File: src/rtl/osd_uart_msg_gen_if.sv
// Character channel bundle between osd_uart_msg_gen and its osd_dem_uart sinks.
// A character moves on a rising clk edge where out_valid[c] & out_ready[c]; once
// out_valid[c] is high, out_valid[c] and out_char[8c+7:8c] hold until that edge.
interface osd_uart_msg_gen_if #(
  parameter int NUM_CH = 1
);
  logic [NUM_CH*8-1:0] out_char;
  logic [NUM_CH-1:0]   out_valid;
  logic [NUM_CH-1:0]   out_ready;

  modport master (output out_char, output out_valid, input out_ready);
  modport slave  (input out_char, input out_valid, output out_ready);
endinterface

File: src/rtl/osd_uart_msg_gen.sv
// Plays a compile-time message on NUM_CH independent valid/ready character
// channels with one-shot/repeat playback, inter-message gap and start/stop control.
module osd_uart_msg_gen #(
  parameter int                   NUM_CH     = 1,
  parameter int                   MAX_LEN    = 16,
  parameter logic [MAX_LEN*8-1:0] MSG        = 128'h0000_000a_2164_6c72_6f57_206f_6c6c_6548,
  parameter int                   MSG_LEN    = 13,
  parameter int                   REPEAT     = 0,
  parameter int                   GAP        = 0,
  parameter int                   AUTO_START = 1
) (
  input  logic                   clk,
  input  logic                   rst,
  input  logic                   start,
  input  logic                   stop,
  osd_uart_msg_gen_if.master     ch_if,
  output logic [NUM_CH-1:0]      busy,
  output logic [NUM_CH-1:0]      done,
  output logic [NUM_CH*16-1:0]   sent_count,
  output logic [NUM_CH*2-1:0]    state_dbg_o
);

  localparam int               IDX_W    = (MAX_LEN > 1) ? $clog2(MAX_LEN) : 1;
  localparam logic [IDX_W-1:0] LAST_IDX = IDX_W'(MSG_LEN - 1);
  localparam logic [7:0]       GAP_V    = 8'(GAP);

  typedef enum logic [1:0] {
    S_IDLE = 2'd0,
    S_SEND = 2'd1,
    S_GAP  = 2'd2,
    S_DONE = 2'd3
  } state_e;

  logic [7:0] rom [MAX_LEN];

  for (genvar k = 0; k < MAX_LEN; k++) begin : g_rom
    assign rom[k] = MSG[8*k +: 8];
  end

  // auto_q is high exactly for the first cycle after rst drops.
  logic auto_q;
  logic start_go;

  always_ff @(posedge clk) begin
    if (rst) begin
      auto_q <= (AUTO_START != 0);
    end else begin
      auto_q <= 1'b0;
    end
  end

  // stop beats start for every channel when both arrive together.
  assign start_go = (start | auto_q) & ~stop;

  for (genvar c = 0; c < NUM_CH; c++) begin : g_ch
    state_e           state_q, state_d;
    logic [IDX_W-1:0] idx_q, idx_d;
    logic [7:0]       gap_q, gap_d;
    logic             stop_pend_q, stop_pend_d;
    logic [15:0]      cnt_q, cnt_d;
    logic             valid;
    logic             accept;

    assign valid  = (state_q == S_SEND);
    assign accept = valid & ch_if.out_ready[c];

    always_ff @(posedge clk) begin
      if (rst) begin
        state_q     <= S_IDLE;
        idx_q       <= '0;
        gap_q       <= '0;
        stop_pend_q <= 1'b0;
        cnt_q       <= '0;
      end else begin
        state_q     <= state_d;
        idx_q       <= idx_d;
        gap_q       <= gap_d;
        stop_pend_q <= stop_pend_d;
        cnt_q       <= cnt_d;
      end
    end

    always_comb begin
      state_d     = state_q;
      idx_d       = idx_q;
      gap_d       = gap_q;
      stop_pend_d = stop_pend_q;
      cnt_d       = cnt_q;

      if (accept && (cnt_q != 16'hFFFF)) begin
        cnt_d = cnt_q + 16'd1;
      end

      case (state_q)
        S_IDLE, S_DONE: begin
          if (start_go) begin
            state_d     = S_SEND;
            idx_d       = '0;
            stop_pend_d = 1'b0;
          end
        end
        S_SEND: begin
          if (accept) begin
            if (stop || stop_pend_q) begin
              // a requested stop waits for the pending character to be taken
              state_d     = S_IDLE;
              idx_d       = '0;
              stop_pend_d = 1'b0;
            end else if (idx_q == LAST_IDX) begin
              idx_d = '0;
              if (REPEAT == 0) begin
                state_d = S_DONE;
              end else if (GAP_V != 8'd0) begin
                state_d = S_GAP;
                gap_d   = GAP_V;
              end
            end else begin
              idx_d = idx_q + IDX_W'(1);
            end
          end else if (stop) begin
            stop_pend_d = 1'b1;
          end
        end
        S_GAP: begin
          if (stop) begin
            state_d = S_IDLE;
            gap_d   = '0;
          end else if (gap_q == 8'd1) begin
            state_d = S_SEND;
            gap_d   = '0;
          end else begin
            gap_d = gap_q - 8'd1;
          end
        end
        default: begin
          state_d = S_IDLE;
        end
      endcase
    end

    assign ch_if.out_valid[c]       = valid;
    assign ch_if.out_char[8*c +: 8] = valid ? rom[idx_q] : 8'h00;
    assign busy[c]                  = (state_q == S_SEND) || (state_q == S_GAP);
    assign done[c]                  = (state_q == S_DONE);
    assign sent_count[16*c +: 16]   = cnt_q;
    assign state_dbg_o[2*c +: 2]    = state_q;
  end

endmodule

File: src/flat_wrapper.sv
// flat-port wrapper written by rule: the top's interface ports become plain ports
module osd_uart_msg_gen_flat 
#(
  parameter int                   NUM_CH     = 1,
  parameter int                   MAX_LEN    = 16,
  parameter logic [MAX_LEN*8-1:0] MSG        = 128'h0000_000a_2164_6c72_6f57_206f_6c6c_6548,
  parameter int                   MSG_LEN    = 13,
  parameter int                   REPEAT     = 0,
  parameter int                   GAP        = 0,
  parameter int                   AUTO_START = 1
)
  (clk, rst, start, stop, busy, done, sent_count, state_dbg_o, ch_if_out_char, ch_if_out_valid, ch_if_out_ready);
  osd_uart_msg_gen_if #(.NUM_CH(NUM_CH)) ch_if_i ();
  input  logic clk;
  input  logic rst;
  input  logic start;
  input  logic stop;
  output logic [NUM_CH-1:0] busy;
  output logic [NUM_CH-1:0] done;
  output logic [NUM_CH*16-1:0] sent_count;
  output logic [NUM_CH*2-1:0] state_dbg_o;
  output wire logic [$bits(ch_if_i.out_char)-1:0] ch_if_out_char;
  output wire logic [$bits(ch_if_i.out_valid)-1:0] ch_if_out_valid;
  input wire logic [$bits(ch_if_i.out_ready)-1:0] ch_if_out_ready;
  assign ch_if_out_char = ch_if_i.out_char;
  assign ch_if_out_valid = ch_if_i.out_valid;
  assign ch_if_i.out_ready = ch_if_out_ready;
  osd_uart_msg_gen #(.NUM_CH(NUM_CH), .MAX_LEN(MAX_LEN), .MSG(MSG), .MSG_LEN(MSG_LEN), .REPEAT(REPEAT), .GAP(GAP), .AUTO_START(AUTO_START)) u_core (.clk(clk), .rst(rst), .start(start), .stop(stop), .ch_if(ch_if_i), .busy(busy), .done(done), .sent_count(sent_count), .state_dbg_o(state_dbg_o));
endmodule
File: config.mk
export PLATFORM = sky130hd
export DESIGN_NAME = osd_uart_msg_gen_flat
export DESIGN_NICKNAME = d
export VERILOG_FILES = /design/src/rtl/osd_uart_msg_gen_if.sv /design/src/rtl/osd_uart_msg_gen.sv /design/src/flat_wrapper.sv
export SDC_FILE = /design/constraint.sdc
export NUM_CORES = 1
export LEC_CHECK = 0
export ABC_AREA = 0
export BUFFER_PORTS_ARGS = -buffer_cell sky130_fd_sc_hd__buf_2
export CORE_ASPECT_RATIO = 0.7
export CORE_UTILIZATION = 31
export CTS_CLUSTER_SIZE = 25
export DETAILED_ROUTE_END_ITERATION = 8
export GPL_TIMING_DRIVEN = 0
export PLACE_DENSITY_LB_ADDON = 0.05
export SYNTH_ARGS = -nofsm -noshare
export SYNTH_HDL_FRONTEND = slang
export SYNTH_SLANG_ARGS = --single-unit
File: constraint.sdc
create_clock -name clk -period 1.5 [get_ports clk]
set_input_delay 0.15 -clock clk [delete_from_list [all_inputs] [get_ports clk]]
set_output_delay 0.15 -clock clk [all_outputs]
set_load 0.02 [all_outputs]
==> results.py <==
metrics = {
    "status": {
        "outcome": "finished, violations left",
        "violations": "negative setup slack",
    },
    "sta": {
        "fin_crit_sh": 1.19,
        "tightest_slew_ns": 0.577,
        "relSlewSlack": 0.616,
        "rsz0062_at_grt": "yes",
        "fin_ws_ns": -0.288,
        "fmax_mhz": 559,
        "skew_ns": 0.0118,
        "drv_slew": 0,
        "hold_viol_final": 0,
        "setup_viol_count_final": 25,
        "timing.setup.tns_ns": -2.77,
        "fin_crit_ns": 1.79,
    },
    "power": {
        "p_leak_nw": 1.34,
        "powerDensity_mw_per_mm2": 869,
        "total_power_w": 0.00284,
        "peakVddDrop_uv": 415,
    },
    "setup_path": {
        "critical_path_peak_fanout": 4,
        "reg2reg_depth": 6,
        "end_kind": "output pin",
        "cp.arrival_ns": 1.64,
        "crit_path_start_kind": "flip-flop",
        "required_ns": 1.35,
        "path_class": "reg2out",
    },
    "finish": {
        "num_antenna_cells": 0,
        "area_growth_pct": 52.5,
        "fin_util": 0.505,
        "fin_nets": 343,
        "drive_gt1_frac": 0.526,
    },
    "routing": {
        "dr.pass1.iters": 4,
        "drt_iter0_markers": 81,
        "drc": 0,
        "routed_wl_mm": 6.08,
        "via_count": 2084,
        "vias_per_cell": 5.03,
        "antenna_left": 0,
        "post_drt_wl_per_cell_um": 14.7,
    },
    "grt": {
        "grt_max_degree": 11,
        "grt_pass1_vias": 1924,
        "grt_overflow": 0,
        "grt_pass1_wl_mm": 9.69,
        "antenna_found_initial": 0,
        "grtUsageTotal": 0.173,
    },
    "logic_synthesis": {
        "synth.largest_area_cell": "dfxtp_1",
        "synth_top_area_frac": 0.299,
        "syn_area_sq_mm": 0.00214,
        "synth.distinct_cells": 54,
        "ys.warnings.count": 0,
        "postSynth.asyncResetShare": 0,
        "ys_seq_area_frac": 0.299,
        "synth-seq-cells": 32,
        "syn_nets": 270,
        "ys.flop_type": "dfxtp_1",
        "netlist_instances": 249,
        "syn_avg_cell_area_sq_um": 8.59,
        "synth_area_leaders": "dfxtp_1, ha_1, nor2_1",
        "synth-edff-count": 0,
        "synth_most_common_cell": "nor2_1",
        "synth_common_cells": "nor2_1, dfxtp_1, ha_1",
    },
    "worst_hold_path": {
        "hp-class": "in2reg",
        "whs_path_depth": 1,
    },
    "floorplan": {
        "floorplan.die_area_sq_mm": 0.00724,
        "dieHeight_um": 71.5,
        "initial_core_util": 0.331,
        "die_x_um": 101,
        "core_area_sq_mm": 0.00646,
        "num_rows": 24,
        "io_pins": 34,
    },
    "clock_network": {
        "cts_buffers": 5,
        "clock_latency_ns": 0.29,
        "tritoncts": "done",
        "cts-root-buf": "clkbuf_8",
        "cts.sinks": 32,
        "clk_path_buf_depth": 2,
        "path_clk_slew_ns": 0.08,
        "ctsHtreeMaxLevel": 2,
    },
    "placed_design": {
        "io_buffers": 32,
        "dp_hpwl_mm": 3.84,
        "gp_congestion": 0.828,
    },
    "flow_run": {
        "max_cap_violations": 0,
    },
}
==> area by class of cell <==
class	count	area, sq um
Buffer	10	73.8
Multi-Input combinational cell	194	1740
Clock buffer	6	72.6
Tap cell	91	114
Sequential cell	32	689
Clock inverter	2	35.0
Inverter	13	58.8
Fill cell	600	3190
Timing Repair Buffer	66	480
==> worst max-delay path: stages (launching register included) <==
cell and delay [ns]:
dfxtp_4 0.36, clkinvlp_4 0.17, ha_4 0.21, or2_4 0.22
a21oi_2 0.15, a21oi_2 0.05, nor2_2 0.09, buf_6 0.12
==> cells in the final DEF, fill, tap and decap left out, types with 3 or more instances in the layout <==
cell      count
buf_4        33
nor2_1       28
buf_2        24
buf_6        14
nand2_1      13
dfxtp_2      12
dfxtp_1      11
a21oi_2      10
a21oi_1       9
ha_4          9
dfxtp_4       9
inv_1         8
nor2b_1       8
mux2_4        8
o21ai_0       7
nand4_1       7
nand2b_1      7
ha_1          7
nand3_1       6
clkbuf_8      6
nor2_2        5
clkbuf_1      5
a31oi_1       4
a211oi_1      4
mux2i_1       3
a211o_1       3
xnor2_1       3
o31ai_1       3
or3_1         3
==> power breakdown <==
part	total (W)	internal, W	switching [W]	leakage [nW]
sequential	0.000933	0.000886	0.0000468	0.272
combinational	0.00107	0.000513	0.000560	1.02
clock	0.000831	0.000493	0.000337	0.0552
==> final timing paths <==
| path | startpoint | endpoint | slack, ns |
|---|---|---|---|
| worst max-delay path | u_core.g_ch[0].idx_q[1]$_SDFFE_PP0P_ | ch_if_out_char[2] | -0.29 |
| worst min-delay path | rst | u_core.auto_q$_DFF_P_ | 0.02 |
| worst max register to register | u_core.sent_count[1]$_SDFFE_PP0P_ | u_core.sent_count[15]$_SDFFE_PP0P_ | -0.14 |
| worst min register to register | u_core.sent_count[15]$_SDFFE_PP0P_ | u_core.sent_count[15]$_SDFFE_PP0P_ | 0.49 |
==> per-layer routing <==
layer  GRT usage  part of all wire
met2       0.256              0.44
met5           0                 0
met1       0.254              0.52
met3      0.0390             0.032
met4      0.0386            0.0079
==> logic make-up after synthesis <==
group	synth area share
adders and majority gates	0.0936
buffers and inverters	0.0479
xor gates and xnor gates	0.0164
AOI/OAI and AO/OA	0.171
and+or+nand+nor	0.291
DFF	0.299
muxes	0.0789
other	0.00175
==> sequential cells by signal, summed over array words and instances (netlist names) <==
| register | flops |
|---|---|
| u_core.auto_q | 1 |
| u_core.g_ch.gap_q | 8 |
| u_core.g_ch.idx_q | 4 |
| u_core.g_ch.stop_pend_q | 1 |
| u_core.sent_count | 16 |
| u_core.state_dbg_o | 2 |
==> through the flow <==
stage,worst slack [ns],instance area [sq um],hold slack (ns),instances
after floorplan,-0.102,2220,0.178,249
after global placement,-0.280,2500,0.329,372
after detailed placement,-0.207,2500,0.329,372
after CTS,-0.263,3080,0.0212,407
after global routing,-0.391,3260,0.0274,414
final,-0.288,3260,0.0245,414
==> what timing repair did <==
action,CTS,global route
hold buffers,0,0
setup buffers,26,8
pin swaps,32,25
endpoints found under the setup margin,34,32
cloned,1,0
gates resized for setup,64,29
Power figures use the tool's default switching activity.
